### src/rtl/y86_pkg.sv
// Shared Y86 definitions: icode constants and fetch FSM states.
package y86_pkg;

    localparam logic [3:0] I_HALT   = 4'h0;
    localparam logic [3:0] I_NOP    = 4'h1;
    localparam logic [3:0] I_RRMOVQ = 4'h2;
    localparam logic [3:0] I_IRMOVQ = 4'h3;
    localparam logic [3:0] I_RMMOVQ = 4'h4;
    localparam logic [3:0] I_MRMOVQ = 4'h5;
    localparam logic [3:0] I_OPQ    = 4'h6;
    localparam logic [3:0] I_JXX    = 4'h7;
    localparam logic [3:0] I_CALL   = 4'h8;
    localparam logic [3:0] I_RET    = 4'h9;
    localparam logic [3:0] I_PUSHQ  = 4'hA;
    localparam logic [3:0] I_POPQ   = 4'hB;

    typedef enum logic [1:0] {
        IDLE,
        FILL,
        HALTED
    } state_t;

endpackage

### src/rtl/instr_len_decode.sv
// Combinational icode -> instruction byte length.
module instr_len_decode
    import y86_pkg::*;
(
    input  logic [3:0] icode,
    output logic [3:0] len
);

    always_comb begin
        len = 4'd1;
        case (icode)
            I_HALT, I_NOP, I_RET:              len = 4'd1;
            I_RRMOVQ, I_OPQ, I_PUSHQ, I_POPQ:  len = 4'd2;
            I_JXX, I_CALL:                     len = 4'd9;
            I_IRMOVQ, I_RMMOVQ, I_MRMOVQ:      len = 4'd10;
            default:                           len = 4'd1;
        endcase
    end

endmodule

### src/rtl/instr_fetch_unit.sv
// Y86 fetch: byte ring buffer fed by fixed-width reads, decodes head instruction.
// Define INSTR_ERR_EN to flag and halt on icodes above POPQ.
module instr_fetch_unit
    import y86_pkg::*;
#(
    parameter int DATA_WID    = 64,
    parameter int FETCH_BYTES = 4,
    parameter int BUF_BYTES   = 32
) (
    input  logic                     clk,
    input  logic                     rst,
    input  logic                     redirect_valid,
    input  logic [DATA_WID-1:0]      redirect_pc,
    output logic                     mem_rd,
    output logic [DATA_WID-1:0]      mem_addr,
    input  logic [8*FETCH_BYTES-1:0] mem_rdata,
    output logic                     out_valid,
    input  logic                     out_ready,
    output logic [3:0]               icode,
    output logic [3:0]               ifun,
    output logic [3:0]               rA,
    output logic [3:0]               rB,
    output logic [DATA_WID-1:0]      valC,
    output logic [DATA_WID-1:0]      valP,
    output logic                     instr_err
);

    localparam int PW = $clog2(BUF_BYTES);
    localparam int OW = PW + 1;
    localparam int NW = OW + 1;

    state_t              state, state_d;
    logic [7:0]          buf_q [BUF_BYTES];
    logic [PW-1:0]       rd_ptr, wr_ptr;
    logic [OW-1:0]       occ;
    logic                inflight;
    logic [DATA_WID-1:0] head_pc, fetch_pc;

    logic [7:0]          hb [10];
    logic [3:0]          len;
    logic [63:0]         c64;
    logic [NW-1:0]       need;
    logic                fill, fire, halt_now;

    always_comb begin
        for (int i = 0; i < 10; i++)
            hb[i] = buf_q[rd_ptr + PW'(i)];
    end

    instr_len_decode u_len (
        .icode (hb[0][7:4]),
        .len   (len)
    );

    assign icode = hb[0][7:4];
    assign ifun  = hb[0][3:0];
    assign rA    = (len == 4'd1) ? 4'h0 : hb[1][7:4];
    assign rB    = (len == 4'd1) ? 4'h0 : hb[1][3:0];
    assign valP  = head_pc + DATA_WID'(len);

    always_comb begin
        c64 = '0;
        unique case (1'b1)
            (icode == I_JXX || icode == I_CALL):
                c64 = {hb[8], hb[7], hb[6], hb[5], hb[4], hb[3], hb[2], hb[1]};
            (icode == I_IRMOVQ || icode == I_RMMOVQ || icode == I_MRMOVQ):
                c64 = {hb[9], hb[8], hb[7], hb[6], hb[5], hb[4], hb[3], hb[2]};
            default:
                c64 = '0;
        endcase
    end

    assign valC = DATA_WID'(c64);

    // Room must exist for the in-flight response as well as the new one.
    assign need = NW'(occ) + (inflight ? NW'(2 * FETCH_BYTES) : NW'(FETCH_BYTES));

    assign mem_rd    = (state == FILL) && !redirect_valid && (need <= NW'(BUF_BYTES));
    assign mem_addr  = fetch_pc;
    assign out_valid = (state == FILL) && !redirect_valid && (occ >= OW'(len));
    assign fill      = inflight && (state == FILL) && !redirect_valid;
    assign fire      = out_valid && out_ready;

`ifdef INSTR_ERR_EN
    logic bad;
    assign bad       = icode > I_POPQ;
    assign instr_err = out_valid & bad;
    assign halt_now  = fire & ((icode == I_HALT) | bad);
`else
    assign instr_err = 1'b0;
    assign halt_now  = fire & (icode == I_HALT);
`endif

    always_comb begin
        state_d = state;
        unique case (state)
            IDLE:    state_d = FILL;
            FILL:    if (halt_now) state_d = HALTED;
            HALTED:  state_d = HALTED;
            default: state_d = IDLE;
        endcase
        if (redirect_valid)
            state_d = FILL;
    end

    always_ff @(posedge clk or posedge rst) begin
        if (rst)
            state <= IDLE;
        else
            state <= state_d;
    end

    always_ff @(posedge clk or posedge rst) begin
        if (rst) begin
            head_pc  <= '0;
            fetch_pc <= '0;
            occ      <= '0;
            rd_ptr   <= '0;
            wr_ptr   <= '0;
            inflight <= 1'b0;
        end else if (redirect_valid) begin
            head_pc  <= redirect_pc;
            fetch_pc <= redirect_pc;
            occ      <= '0;
            rd_ptr   <= '0;
            wr_ptr   <= '0;
            inflight <= 1'b0;
        end else if (halt_now) begin
            head_pc  <= valP;
            occ      <= '0;
            rd_ptr   <= '0;
            wr_ptr   <= '0;
            inflight <= 1'b0;
        end else begin
            inflight <= mem_rd;
            if (mem_rd)
                fetch_pc <= fetch_pc + DATA_WID'(FETCH_BYTES);
            if (fill)
                wr_ptr <= wr_ptr + PW'(FETCH_BYTES);
            if (fire) begin
                rd_ptr  <= rd_ptr + PW'(len);
                head_pc <= valP;
            end
            occ <= occ + (fill ? OW'(FETCH_BYTES) : '0) - (fire ? OW'(len) : '0);
        end
    end

    always_ff @(posedge clk) begin
        if (fill)
            for (int i = 0; i < FETCH_BYTES; i++)
                buf_q[wr_ptr + PW'(i)] <= mem_rdata[8*i +: 8];
    end

endmodule

### config.mk
export PLATFORM = sky130hd
export DESIGN_NAME = instr_fetch_unit
export DESIGN_NICKNAME = d
export VERILOG_FILES = /design/src/rtl/y86_pkg.sv /design/src/rtl/instr_len_decode.sv /design/src/rtl/instr_fetch_unit.sv
export SDC_FILE = /design/constraint.sdc
export NUM_CORES = 2
export LEC_CHECK = 0
export BUFFER_PORTS_ARGS = -buffer_cell sky130_fd_sc_hd__buf_4
export CAP_MARGIN = 40
export CORE_AREA = 5 5 233 235
export CTS_CLUSTER_SIZE = 14
export DETAILED_ROUTE_END_ITERATION = 7
export DIE_AREA = 0 0 238 240
export PLACE_DENSITY = 0.81
export RECOVER_POWER = 100
export SETUP_SLACK_MARGIN = 0.02
export SYNTH_ARGS = -nofsm -noshare
export SYNTH_HDL_FRONTEND = slang
export SYNTH_SLANG_ARGS = --single-unit
### constraint.sdc
create_clock -name clk -period 7.26 [get_ports clk]
set_input_delay 1.089 -clock clk [delete_from_list [all_inputs] [get_ports clk]]
set_output_delay 1.089 -clock clk [all_outputs]
set_load 0.02 [all_outputs]
# Word level (Yosys, flattened, before mapping)
# Memories as Yosys holds them, arrays and structs flattened.
# Cells that the tools add are included.
# word_totals
regBits	147
out_inout_bits	211
memories	2
romBits	48
ram_bits	256
# mem_list
name	words	width	read_ports	rd_clocked_by_memory_dff	wr	line_no	source
buf_q	32	8	10	0	4	instr_fetch_unit.sv:33	logic [7:0] buf_q [BUF_BYTES];
(no name shown)	16	3	1	0	0	instr_len_decode.sv:11	case (icode)
# op_classes
eq_ne	10
n_bitwise	1
n_reduce_logical	16
addsub	19
magnitude_cmp	2
mux	27
# op_table
cell	n
64-bit two-way mux	6
64-bit one-hot mux with 2 select lines	1
64-bit by 3-bit adder with 64-bit output, second input constant	1
64-bit by 4-bit adder with 64-bit output	1
5-bit two-way mux	6
5-bit by 3-bit adder with 5-bit output, second input constant	5
5-bit by 2-bit adder with 5-bit output, second input constant	4
4-bit two-way mux	4
4-bit by 3-bit == test with 1-bit output, second input constant	3
6-bit two-way mux	2
5-bit by 1-bit adder with 5-bit output, second input constant	2
5-bit by 4-bit adder with 5-bit output, second input constant	2
6-bit by 4-bit adder with 7-bit output	1
7-bit by 6-bit less-or-equal comparator with 1-bit output, second input constant	1
6-bit by 3-bit adder with 6-bit output	1
6-bit by 4-bit greater-or-equal comparator with 1-bit output	1
1-bit logical AND	6
2-bit one-hot mux with 3 select lines	1
3-bit nonzero test	2
6-bit by 4-bit subtractor with 6-bit output	1
5-bit by 4-bit adder with 5-bit output	1
4-bit by 1-bit == test with 1-bit output, second input constant	1
4-bit by 2-bit == test with 1-bit output, second input constant	1
4-bit == test, second input constant	1
other kinds (14)	20

# Depth between registers and ports, before layout
# An unclocked memory read counts as a cell.
# depth
depth_word	9
depth_mapped	29
depth_no_buf	25

# Cells and area by module
# Synthesis repeated with hierarchy kept, for this count alone.
# hier_totals
cells_unflattened	2772
area_unflattened_um2	30827.1
# modules_own_cells
module	n_inst	seq_area_each_um2	cells_per_inst	area_per_inst_um2
instr_fetch_unit	1	11315.9	2762	30765.8
instr_len_decode	1	0.0	10	61.3

# Worst setup path after synthesis
# Ideal clock, no wire load.
# synth_path
path_kind	register to output
startpoint	reg rd_ptr[1]
endpoint	out valC[0]
n_path_buf	9
stages_incl_launch_ff	16
required_time_ns	6.171
t_arrival_ns	5.041
path_slack_ns	1.130
cell_sequence	dfrtp_1 > buf_6 > buf_6 > buf_6 > buf_1 > clkbuf_1 > clkbuf_1 > inv_1 > ha_1 > clkbuf_1 > clkbuf_1 > clkbuf_1 > mux4_2 > mux2i_1 > mux4_2 > o22ai_1
# synth_between
elab_chain_cells	5
word_cells_on_any_way	12
cone_classes	add/sub: 2; eq/ne: 5; mux: 1; reduce/logical: 3; memory: 1
# synth_lines
item	line_no	source
from (decl)	instr_fetch_unit.sv:34	logic [PW-1:0] rd_ptr, wr_ptr;
from (signal assigned)	instr_fetch_unit.sv:141	rd_ptr <= rd_ptr + PW'(len);
memory 32 x 8 bit *	n/a	
4-bit by 2-bit == test with 1-bit output / 4-bit by 3-bit == test with 1-bit output (equally long branches)	instr_fetch_unit.sv:66	(icode == I_IRMOVQ || icode == I_RMMOVQ || icode == I_MRMOVQ):
1-bit logical OR (2 in series)	instr_fetch_unit.sv:66	
64-bit one-hot mux with 2 select lines *	instr_fetch_unit.sv:63	unique case (1'b1)
to (decl)	instr_fetch_unit.sv:23	output logic [DATA_WID-1:0] valC,
# Every way passes the cells marked *; elsewhere a longest branch is shown, timed or not.

# Worst setup path in the final report
# layout_path
startpoint	reg rd_ptr[1]
endpoint	out valP[59]
# layout_between
elab_chain_cells	3
# layout_lines
item	line_no	source
memory 32 x 8 bit	n/a	
memory 16 x 3 bit	n/a	
64-bit by 4-bit adder with 64-bit output	instr_fetch_unit.sv:59	assign valP = head_pc + DATA_WID'(len);
to (decl)	instr_fetch_unit.sv:24	output logic [DATA_WID-1:0] valP,
# No other way between the ends.

==> results.txt <==
The flow ran to the end, but the final reports show violations. The final reports fail on design-rule violations, max-capacitance violations, max-slew violations. The Yosys step of the flow raised 0 warnings. TritonCTS built the clock tree. No sink is reached through more buffers than the 3 on the longest clock path. For the remaining antenna violation count, the log shows 0. The share of flip-flops with an asynchronous set or reset works out to 0.3616. Type of the tightest min-delay check: primary input to async pin.

The total routing usage reported by global routing was 0.3883; the width of the die was 238 um. The reported net switching power came out at 6.541 mW. Along the worst path, the maximum fanout reaches 15. Proportion of synthesized area in mux cells: 0.3224.

The via count of the first global-routing pass is 26700. STA classifies the critical path startpoint as a flop. The worst flop-to-flop path endpoint is mem_addr[18]$_DFFE_PP0P_. The highest-delay cell along the critical path was sky130_fd_sc_hd__clkbuf_1.

The synthesized-area fraction occupied by and/or/nand/nor cells works out to 0.1449. The total number of clock tree sinks was 401; the clock-pin slew reported for the worst setup and hold paths after clock tree synthesis was 0.06 ns. The ratio of total power to cell area came out at 402.0 nW/um2.

The tools report the part of the power in combinational logic as 0.624. Number of iterations in the first detailed-routing pass: 8. The share of the clock period used by the worst path after layout came out at 0.9671.

The largest family of logic cells by synthesized area is multiplexers. The first global-routing pass estimated 168400 um of wire. In this design, the stage delay of the slowest critical-path cell is 0.65 ns. Internal power comes to 7.615 mW. The run gives 0.206 as the sequential share of power.

The post-synthesis sequential area ratio is 0.3612. Adding up every negative setup slack in the final design gives 0 ns. For this block, the via count after detailed routing is 27560.

The tools report the clock share of power as 0.170. The total overflow reported by the global router came out at 0. For the pin with the worst max-slew slack, the measured transition is 4.805 ns.

Broken down by cell family, the worst path's largest delay share belongs to buffers and inverters. The chip height is 240 um, and the flip-flop and latch area is 11320 um2. CTS placed an instance of sky130_fd_sc_hd__clkbuf_16 at the clock tree root. The clock tree skew after final layout is 0.06235 ns, and the area growth from synthesis to layout is 12.39%. Number of register bits inferred by synthesis: 401.

The setup-violating endpoint count in the final report came out at 0. The shortest period the worst path allows works out to 7.021 ns. Tracing the worst setup path back leads to its startpoint at rd_ptr[1]$_DFFE_PP0P_. Largest net degree at the start of global routing: 136. The starting utilization of the core area was 0.6022. Across all setup checks in the final design, the least slack found is 0.2387 ns. The initial antenna violation count was 0. The switching share of power was 0.4620. Setup repair after global routing left no endpoint under its margin.

The sum of buffers and inverters on the critical path was 6. The setup check on the worst reg-to-reg path leaves a slack of 0.39 ns. STA classifies the critical path endpoint as an output pin. The logs give 2927 for the post-synth net total and 3819 for the final-layout fill cell count. The maximum resistive drop on vdd came out at 0.0002820 V. The final-report max-slew violation count came out at 564. Among all flip-flop cells after synthesis, the most frequent one is sky130_fd_sc_hd__edfxtp_1. The count of routing violations after the opening detailed-route iteration is 4214.

Detailed placement ended at an HPWL of 83160 um. Count of antenna diodes in the layout: 0. The run gives 3118 as the post-layout net count. The fraction of final layout cells sized beyond drive strength 1 is 0.2354, and the mean post-synth cell area is 11.23 um2.

The setup path with the least slack is of type flop to output pin. The number of failing hold endpoints at the final stage is 0. The multi-input combinational cells in the finished layout cover a total of 18900 um2. Counting flops with a built-in enable in the synthesized netlist gives 256. The complex-gate fraction of the synthesized area is 0.07740, and the DRC violation count after routing is 7. Dividing the detail-routed via count by the number of cells gives 7.450. Clock latency on the worst-skew pair, taken at its later pin, is 0.63 ns. Summing every instance area after synthesis gives 31330 um2. The count of buffers added on input and output ports is 309. The post-synthesis adder-cell area fraction works out to 0.01645.

The number of instances in the synthesized netlist came out at 2789. The tool flagged a number of max-cap violations equal to 11. The floorplan row count was 84. The signal on the critical path passes through buf_4 > mux4_2 > mux2i_1 > mux2i_1 > a221oi_4 > inv_2 > nand2_1 > nand2_1 > a21oi_1 > buf_4 > inv_1 > ha_1 > a21o_1 > nand2_1 > nand4_1 > a32oi_1 > clkbuf_1 > nor3_1 > xor2_1 > buf_4. The detail-routed net length per standard cell works out to 30.73 um. The die covers 57120 um2. The logs give 113700 um for the aggregate routed wire length and -2.204 for the max-slew headroom at the worst pin. For the core outline area, the log shows 52020 um2. The post-synthesis xor/xnor area fraction was 0.03579; the peak clock frequency supported by timing was 142.4 MHz.

Routability-driven placement finished with a final weighted congestion of 1.035. TritonCTS created 44 clock buffers. Buffers inserted to repair hold after CTS numbered 0. 311 I/O pins were placed.

Prior to clock tree synthesis, the placed netlist has a worst setup slack of 0.8846 ns. The synthesized netlist contains 73 unique library cells. The arrival time at the worst endpoint is 5.93 ns, and the leakage power of the design is 12.54 nW. In this run the critical register-to-register path is launched from rd_ptr[1]$_DFFE_PP0P_. The maximum level of the CTS H-tree is 2, and the number of cells on the worst reg-to-reg path is 23.

STA puts the critical path data required time at 6.17 ns.
-- synthesized netlist by cell type (38+ instances only) --
master | count | area (um2)
sky130_fd_sc_hd__o311ai_0 | 45 | 394.1
sky130_fd_sc_hd__nand3_1 | 75 | 375.4
sky130_fd_sc_hd__a21oi_1 | 38 | 190.2
sky130_fd_sc_hd__nor2_1 | 101 | 379.1
sky130_fd_sc_hd__dfrtp_1 | 145 | 3628
sky130_fd_sc_hd__edfxtp_1 | 256 | 7687
sky130_fd_sc_hd__xnor2_1 | 63 | 551.8
sky130_fd_sc_hd__nand2_1 | 635 | 2384
sky130_fd_sc_hd__mux4_2 | 387 | 8716
sky130_fd_sc_hd__xor2_1 | 65 | 569.3
sky130_fd_sc_hd__o21ai_0 | 76 | 380.4
sky130_fd_sc_hd__clkbuf_1 | 170 | 638.1
sky130_fd_sc_hd__o22ai_1 | 66 | 412.9
sky130_fd_sc_hd__inv_1 | 64 | 240.2
sky130_fd_sc_hd__mux2i_1 | 128 | 1281
-- sequential cells by signal, indices dropped and copies added, names as in the netlist --
name      count
wr_ptr        3
buf_q       256
rd_ptr        5
inflight      1
state         2
occ           6
mem_addr     64
head_pc      64
-- stage by stage --
step | instance area (um2) | cells | hold WS, ns | util | power (mW)
CTS | 36080 | 3699 | 0.3673 | 0.6935 | 14.33
floorplan | 31330 | 2789 | 0.5045 | - | 8.751
finish | 35210 | 3700 | 0.4528 | 0.6768 | 14.16
detailed placement | 34570 | 3621 | 0.5249 | 0.6645 | 11.94
global route | 35210 | 3700 | 0.4965 | 0.6768 | 14.61
global placement | 34170 | 3598 | 0.5156 | 0.6567 | 11.60
-- repair_timing --
action	CTS	global route
buffers inserted	0	1
setup endpoints to repair	0	24
resized for setup	0	3
-- metal layers --
metal	GRT usage	up-vias	part of all wire
li1	-	11140	-
met1	0.4859	13410	0.32
met2	0.6080	2455	0.46
met3	0.1218	564	0.15
met4	0.2165	0	0.073
met5	0	-	0
-- cell usage in the layout (no fill, tap or decap), drive strengths merged, types with 9 or more instances in the layout --
| cell | instances |
|---|---|
| o311ai | 46 |
| o21ai | 78 |
| a31oi | 11 |
| o31ai | 10 |
| clkinv | 11 |
| mux4 | 387 |
| xnor2 | 63 |
| edfxtp | 256 |
| a21oi | 39 |
| or2 | 10 |
| xor2 | 65 |
| nor2 | 101 |
| and2 | 20 |
| or3 | 13 |
| buf | 182 |
| o22ai | 66 |
| nand2 | 635 |
| nor3 | 24 |
| and3 | 32 |
| o211ai | 36 |
| inv | 78 |
| or4 | 24 |
| nor4 | 22 |
| nor2b | 14 |
| nand3 | 75 |
| mux2i | 128 |
| clkbuf | 264 |
| ha | 34 |
| dfrtp | 145 |
| nand4 | 32 |
| mux2 | 9 |
-- how the worst max path moves through the flow --
stage | to | slack, ns | depth (start not counted)
final | valP[59] | 0.24 | 20
after global routing | valP[48] | 0.05 | 18
after global placement | valP[24] | 1.04 | 19
after floorplan | valC[0] | 1.13 | 15
after detailed placement | valP[24] | 0.88 | 19
after CTS | valP[24] | 0.19 | 19
-- cell families (layout without fill, tap and decap cells) --
| family | after synthesis | count (layout) |
|---|---|---|
| mux | 524 | 524 |
| compound gates | 351 | 351 |
| fa+ha+maj | 39 | 39 |
| xor+xnor | 128 | 128 |
| buf+inv | 320 | 543 |
| other cells | 1 | 1 |
| flops | 401 | 401 |
| simple gates | 1025 | 1025 |
-- area by class of cell --
class / count / area share
clock inverters: 18 / 0.008493
clock buffers: 60 / 0.03440
repair buffers: 387 / 0.06581
inverters: 78 / 0.008351
flip-flops and latches: 401 / 0.3216
multi-input cells: 2068 / 0.5369
well taps: 688 / 0.02445
-- power groups by stage --
stage / Clock (mW) / Sequential [mW] / Combinational, mW
after floorplan: 0 / 2.91 / 5.84
after global placement: 0 / 2.94 / 8.66
after detailed placement: 0 / 2.95 / 8.99
after CTS: 2.39 / 2.91 / 9.03
after global routing: 2.47 / 2.94 / 9.20
final: 2.40 / 2.92 / 8.84
Note: power is estimated with default switching activity, not from simulation.
